[src/rtl/scpu_int_ctrl_if.sv]
// Bus between the SCPU core (master) and its interrupt controller (slave).
// It carries the IRQ sources, the mask access, the INT request and the ack/eret handshake.
interface scpu_int_ctrl_if #(
  parameter int N_IRQ = 8
);
  localparam int ID_W = (N_IRQ > 1) ? $clog2(N_IRQ) : 1;

  logic [N_IRQ-1:0] irq_in;
  logic             mask_we;
  logic [N_IRQ-1:0] mask_wdata;
  logic [N_IRQ-1:0] mask_out;
  logic [N_IRQ-1:0] pending_out;
  logic             int_ack;
  logic             int_eret;
  logic             INT;
  logic [ID_W-1:0]  irq_id;
  logic [31:0]      vec_addr;

  modport master (
    output irq_in, mask_we, mask_wdata, int_ack, int_eret,
    input  mask_out, pending_out, INT, irq_id, vec_addr
  );

  modport slave (
    input  irq_in, mask_we, mask_wdata, int_ack, int_eret,
    output mask_out, pending_out, INT, irq_id, vec_addr
  );
endinterface

[src/rtl/scpu_int_ctrl.sv]
// Interrupt controller for the SCPU. It edge-detects N_IRQ sources, masks them and selects by fixed priority (bit 0 wins).
// It holds INT and the handler vector until the CPU acks, then blocks further requests until ERET.
module scpu_int_ctrl #(
  parameter int          N_IRQ      = 8,
  parameter logic [31:0] VEC_BASE   = 32'h0000_0004,
  parameter logic [31:0] VEC_STRIDE = 32'd4
) (
  input logic           clk,
  input logic           reset,
  scpu_int_ctrl_if.slave bus
);
  localparam int ID_W = (N_IRQ > 1) ? $clog2(N_IRQ) : 1;

  typedef enum logic [1:0] {IDLE, REQ, SERVICE} state_t;

  function automatic logic [ID_W-1:0] lowest_idx(input logic [N_IRQ-1:0] v);
    logic [ID_W-1:0] idx;
    idx = '0;
    for (int i = N_IRQ - 1; i >= 0; i--) begin
      if (v[i]) idx = ID_W'(i);
    end
    return idx;
  endfunction

  function automatic logic [31:0] vec_of(input logic [ID_W-1:0] id);
    return VEC_BASE + (32'(id) * VEC_STRIDE);
  endfunction

  state_t           state;
  logic [N_IRQ-1:0] irq_q;
  logic [N_IRQ-1:0] pending;
  logic [N_IRQ-1:0] mask;
  logic             int_q;
  logic [ID_W-1:0]  id_q;
  logic [31:0]      vec_q;

  logic [N_IRQ-1:0] rise;
  logic [N_IRQ-1:0] cand;
  logic [N_IRQ-1:0] clr;
  logic [ID_W-1:0]  sel;

  always_comb begin
    rise = bus.irq_in & ~irq_q;
    cand = pending & mask;
    sel  = lowest_idx(cand);
    clr  = '0;
    if (state == REQ && bus.int_ack) clr = N_IRQ'(1) << id_q;
  end

  // The edge history keeps tracking irq_in through reset, so a line already high when reset drops is not a new edge.
  always_ff @(posedge clk) begin
    irq_q <= bus.irq_in;
  end

  always_ff @(posedge clk) begin
    if (reset) begin
      state   <= IDLE;
      pending <= '0;
      mask    <= '0;
      int_q   <= 1'b0;
      id_q    <= '0;
      vec_q   <= VEC_BASE;
    end else begin
      // set beats clear: a fresh edge on the source being acked stays pending
      pending <= (pending & ~clr) | rise;
      if (bus.mask_we) mask <= bus.mask_wdata;
      case (state)
        IDLE: begin
          if (cand != '0) begin
            id_q  <= sel;
            vec_q <= vec_of(sel);
            int_q <= 1'b1;
            state <= REQ;
          end
        end
        REQ: begin
          if (bus.int_ack) begin
            int_q <= 1'b0;
            state <= SERVICE;
          end else if (!mask[id_q]) begin
            int_q <= 1'b0;
            state <= IDLE;
          end
        end
        SERVICE: begin
          if (bus.int_eret) state <= IDLE;
        end
        default: begin
          int_q <= 1'b0;
          state <= IDLE;
        end
      endcase
    end
  end

  assign bus.mask_out    = mask;
  assign bus.pending_out = pending;
  assign bus.INT         = int_q;
  assign bus.irq_id      = id_q;
  assign bus.vec_addr    = vec_q;
endmodule

[src/flat_wrapper.sv]
// flat-port wrapper written by rule: the top's interface ports become plain ports
module scpu_int_ctrl_flat 
#(
  parameter int          N_IRQ      = 8,
  parameter logic [31:0] VEC_BASE   = 32'h0000_0004,
  parameter logic [31:0] VEC_STRIDE = 32'd4
)
  (clk, reset, bus_irq_in, bus_mask_we, bus_mask_wdata, bus_int_ack, bus_int_eret, bus_mask_out, bus_pending_out, bus_INT, bus_irq_id, bus_vec_addr);
  scpu_int_ctrl_if #(.N_IRQ(N_IRQ)) bus_i ();
  input logic clk;
  input logic reset;
  input wire logic [$bits(bus_i.irq_in)-1:0] bus_irq_in;
  input wire logic [$bits(bus_i.mask_we)-1:0] bus_mask_we;
  input wire logic [$bits(bus_i.mask_wdata)-1:0] bus_mask_wdata;
  input wire logic [$bits(bus_i.int_ack)-1:0] bus_int_ack;
  input wire logic [$bits(bus_i.int_eret)-1:0] bus_int_eret;
  output wire logic [$bits(bus_i.mask_out)-1:0] bus_mask_out;
  output wire logic [$bits(bus_i.pending_out)-1:0] bus_pending_out;
  output wire logic [$bits(bus_i.INT)-1:0] bus_INT;
  output wire logic [$bits(bus_i.irq_id)-1:0] bus_irq_id;
  output wire logic [$bits(bus_i.vec_addr)-1:0] bus_vec_addr;
  assign bus_i.irq_in = bus_irq_in;
  assign bus_i.mask_we = bus_mask_we;
  assign bus_i.mask_wdata = bus_mask_wdata;
  assign bus_i.int_ack = bus_int_ack;
  assign bus_i.int_eret = bus_int_eret;
  assign bus_mask_out = bus_i.mask_out;
  assign bus_pending_out = bus_i.pending_out;
  assign bus_INT = bus_i.INT;
  assign bus_irq_id = bus_i.irq_id;
  assign bus_vec_addr = bus_i.vec_addr;
  scpu_int_ctrl #(.N_IRQ(N_IRQ), .VEC_BASE(VEC_BASE), .VEC_STRIDE(VEC_STRIDE)) u_core (.clk(clk), .reset(reset), .bus(bus_i));
endmodule
[config.mk]
export PLATFORM = sky130hd
export DESIGN_NAME = scpu_int_ctrl_flat
export DESIGN_NICKNAME = d
export VERILOG_FILES = /design/src/rtl/scpu_int_ctrl_if.sv /design/src/rtl/scpu_int_ctrl.sv /design/src/flat_wrapper.sv
export SDC_FILE = /design/constraint.sdc
export NUM_CORES = 1
export LEC_CHECK = 0
export CELL_PAD_IN_SITES_DETAIL_PLACEMENT = 1
export CELL_PAD_IN_SITES_GLOBAL_PLACEMENT = 1
export CORE_UTILIZATION = 30
export DETAILED_ROUTE_END_ITERATION = 7
export HOLD_SLACK_MARGIN = 0.15
export PLACE_DENSITY_LB_ADDON = 0.1
export SLEW_MARGIN = 5
export SYNTH_ARGS = -nofsm -noshare
export SYNTH_HDL_FRONTEND = slang
export SYNTH_SLANG_ARGS = --single-unit
[constraint.sdc]
create_clock -name clk -period 2.07 [get_ports clk]
set_input_delay 0.414 -clock clk [delete_from_list [all_inputs] [get_ports clk]]
set_output_delay 0.414 -clock clk [all_outputs]
set_load 0.1 [all_outputs]
==> results.md <==
- Outcome: finished, final reports clean
- Net Sw Frac: 0.430
- GRT overflow: 0
- Overall routed net length: 4000 um
- Inserted Clock Buffers: 5
- Max clock buf depth: 2
- Lkg Pwr: 0.869 nW
- Row cnt: 26
- Post-synth EDFFs: 0
- Synth area leaders: dfxtp_1 (43%), buf_4 (14%), a21oi_1 (5.6%)
- Instance count on the critical path: 4
- DR vias/cell: 4.54
- Global routing's busiest layer: met2
- CTS tree: done
- Fin. max-slew vios: 0
- Antenna violations before repair: 0
- Worst setup margin: 0.414 ns
- Initial Util: 0.313
- CP max FO: 11
- Critical path required time: 2.26 ns
- Drc violations: 0
- Seq/Total Area, Yosys: 0.425
- Most numerous cell in the Yosys netlist: dfxtp_1
- Final TNS setup: 0 ns
- Pre-CTS WS: 0.237 ns
- Vias in the first global route: approximately 1300
- Largest net degree at the start of global routing: 15
- CP max stage delay: 0.49 ns
- Layout area overhead: 28.7%
- Hold path depth: 2
- Die width: 75.0 um
- # resized after CTS: 0
- Min Tclk post-route: between 1.5 and 2 ns
- Total Routing Usage GR: 0.161
- Setup Viol. Count Final: 0
- Final core occ: 0.403
- Crit-path slowest cell: a41o_1
- Avg WL per Cell: between 10 and 15 um
- Tot Pwr: between 1.5 and 2 mW
- Cell area after layout: 0.00206 mm2
- Sequential power share: 0.387
- Dpl hpwl: approximately 3100 um
- Die footprint: 0.00563 mm2
- Fin. Hold Viols: 0
- Routability congestion estimate: 0.738
- Buffer count from post-CTS setup fixing: 0
- WP buf/inv: 0
- IO Count: 73
- Clock Pin Slew Worst Setup and Hold Paths: 0.07 ns
- Ys async rst share: 0
- Critical Path AT: 1.85 ns
- Hold_buf cts: 0
- Nets: 238
- Die height: 75.0 um
- Synth cell types: 37
- Combinational Power Share: 0.345
- Cell taking the most area after synthesis: dfxtp_1
- Mapped Area: 0.00160 mm2
- Total internal power: 1.10 mW
- Crit Path Category: register to register
- Clk_skew: 0.00753 ns
- Clock Root Buffer: clkbuf_8
- Min-delay src: u_core.bus.vec_addr[5]$_SDFFE_PP0P_
- # placed instances: 280
- RSZ-0062 raised after global routing: no
- Routing usage on met2: 0.271
- Area share of the largest cell type after synthesis: 0.425
- Finished Layout Cells: approximately 290
- Core Region: 0.00511 mm2
- CP Cell Sequence: a22oi_1, a41o_1, a211oi_1, nor4bb_1
- # H-tree levels: 2
- Dpl cell area: 0.00196 mm2
- Max-cap violations: 0
- Ys Warns: 0
- Grt met1 use: 0.193
- Hold WS: 0.469 ns
- Syn_area_per_cell: 9.30 um2
- Clock Latency Late Sink: around 0.29 ns
- Crit. End Element: register
- Worst vdd ir: ~0.00030 V
- Register area: 697 um2
- Area taken by multi-input logic gates: slightly below 800 um2
- R2R depth: 4
- Mapped Cells: around 170
- Min-delay worst type: register to register
- Predominant post-synthesis flop cell: dfxtp_1
- Filler cell count: 608
- Psw: just over 0.8 mW
- Largest delay share family, worst path: compound AO/OA/AOI/OAI gates
- Synth cell count leaders: dfxtp_1 (34), buf_4 (29), a21oi_1 (18)
- Worst R2R End: u_core.bus.vec_addr[4]$_SDFFE_PP0P_
- Met3 Use GR: 0.0455
- Slack of the worst reg-to-reg path: a little over 0.4 ns
- Seq cells post-synth: 34
- Share of layout cells above drive strength 1: 0.239
- Crit share post-route: 0.800
- Startpoint Class: register
- Drt first pass iters: 4
- First-pass GRT wire length: 6560 um
- Starting DRT DRC Count: 15
- Ant. Diodes: 0
- Detailed-route via count: 1308
- R2r startpoint: u_core.bus.pending_out[4]$_SDFF_PP0_
- IO Port Bufs: between 40 and 50
- PwrDens: between 900 and 1000 mW/mm2
- Hold path endpoint: u_core.bus.vec_addr[5]$_SDFFE_PP0P_
- FMAX: between 600 and 700 MHz
- Final antenna-violating net count: 0
- Clock power frac: 0.268
- Clock sinks: 34
[flip-flops by register name (all words and copies together) (netlist names)]
name	flops
u_core.bus.irq_id	3
u_core.bus.pending_out	8
u_core.bus.mask_out	8
u_core.irq_q	8
u_core.bus.INT	1
u_core.bus.vec_addr	4
u_core.state	2
[power groups by stage]
stage | registers (mW) | logic (mW) | clock network (mW)
floorplan | 0.970 | 0.372 | 0
global placement | 0.761 | 0.659 | 0
detailed placement | 0.762 | 0.667 | 0
CTS | 0.748 | 0.668 | 0.538
global route | 0.755 | 0.696 | 0.568
finish | 0.747 | 0.666 | 0.516
[how the worst max path moves through the flow]
stage	startpoint	endpoint
finish	u_core.bus.pending_out[4]$_SDFF_PP0_	u_core.bus.vec_addr[4]$_SDFFE_PP0P_
global route	u_core.bus.pending_out[4]$_SDFF_PP0_	u_core.bus.vec_addr[4]$_SDFFE_PP0P_
CTS	u_core.bus.pending_out[4]$_SDFF_PP0_	u_core.bus.vec_addr[4]$_SDFFE_PP0P_
detailed placement	bus_int_ack	u_core.bus.pending_out[3]$_SDFF_PP0_
global placement	bus_int_ack	u_core.bus.pending_out[0]$_SDFF_PP0_
floorplan	u_core.bus.mask_out[1]$_SDFFE_PP0P_	u_core.bus.vec_addr[2]$_SDFFE_PP1P_
[layout make-up]
cell class	instances	area share
inverters	1	0.00182
repair buffers	46	0.198
multi-input cells	129	0.373
well taps	70	0.0425
clock inverters	2	0.00608
flip-flops and latches	34	0.338
clock buffers	6	0.0401
[layer usage]
metal	vias to the layer above	share of wire
li1	634	-
met1	629	0.44
met2	39	0.50
met3	6	0.044
met4	0	0.014
met5	-	0
[worst min-delay path: stages (launching register included)]
cell and delay [ns]:
dfxtp_1 0.31, nand2_1 0.06, a21oi_1 0.06
[logic make-up (layout without fill, tap and decap cells)]
family	count (synthesis)	in the layout	synth area share
and+or+nand+nor	51	51	0.172
DFF	34	34	0.425
muxes	11	11	0.0899
AOI/OAI and AO/OA	39	39	0.152
buffers and inverters	36	55	0.158
other	1	28	0.00234
[layout by cell type (no fill, tap or decap), types with 3 or more instances in the layout]
| cell | netlist | final |
|---|---|---|
| clkdlybuf4s50_1 | 0 | 20 |
| o31ai_1 | 3 | 3 |
| nand2_1 | 10 | 10 |
| o21ai_0 | 7 | 7 |
| dfxtp_2 | 0 | 13 |
| a22oi_1 | 3 | 3 |
| mux2i_1 | 8 | 8 |
| clkbuf_8 | 0 | 6 |
| nand3b_1 | 3 | 3 |
| nand2b_1 | 13 | 13 |
| buf_4 | 29 | 25 |
| conb_1 | 1 | 28 |
| nor2_1 | 12 | 12 |
| a21oi_1 | 18 | 18 |
| dfxtp_1 | 34 | 21 |
(Power assumes the default switching activity.)
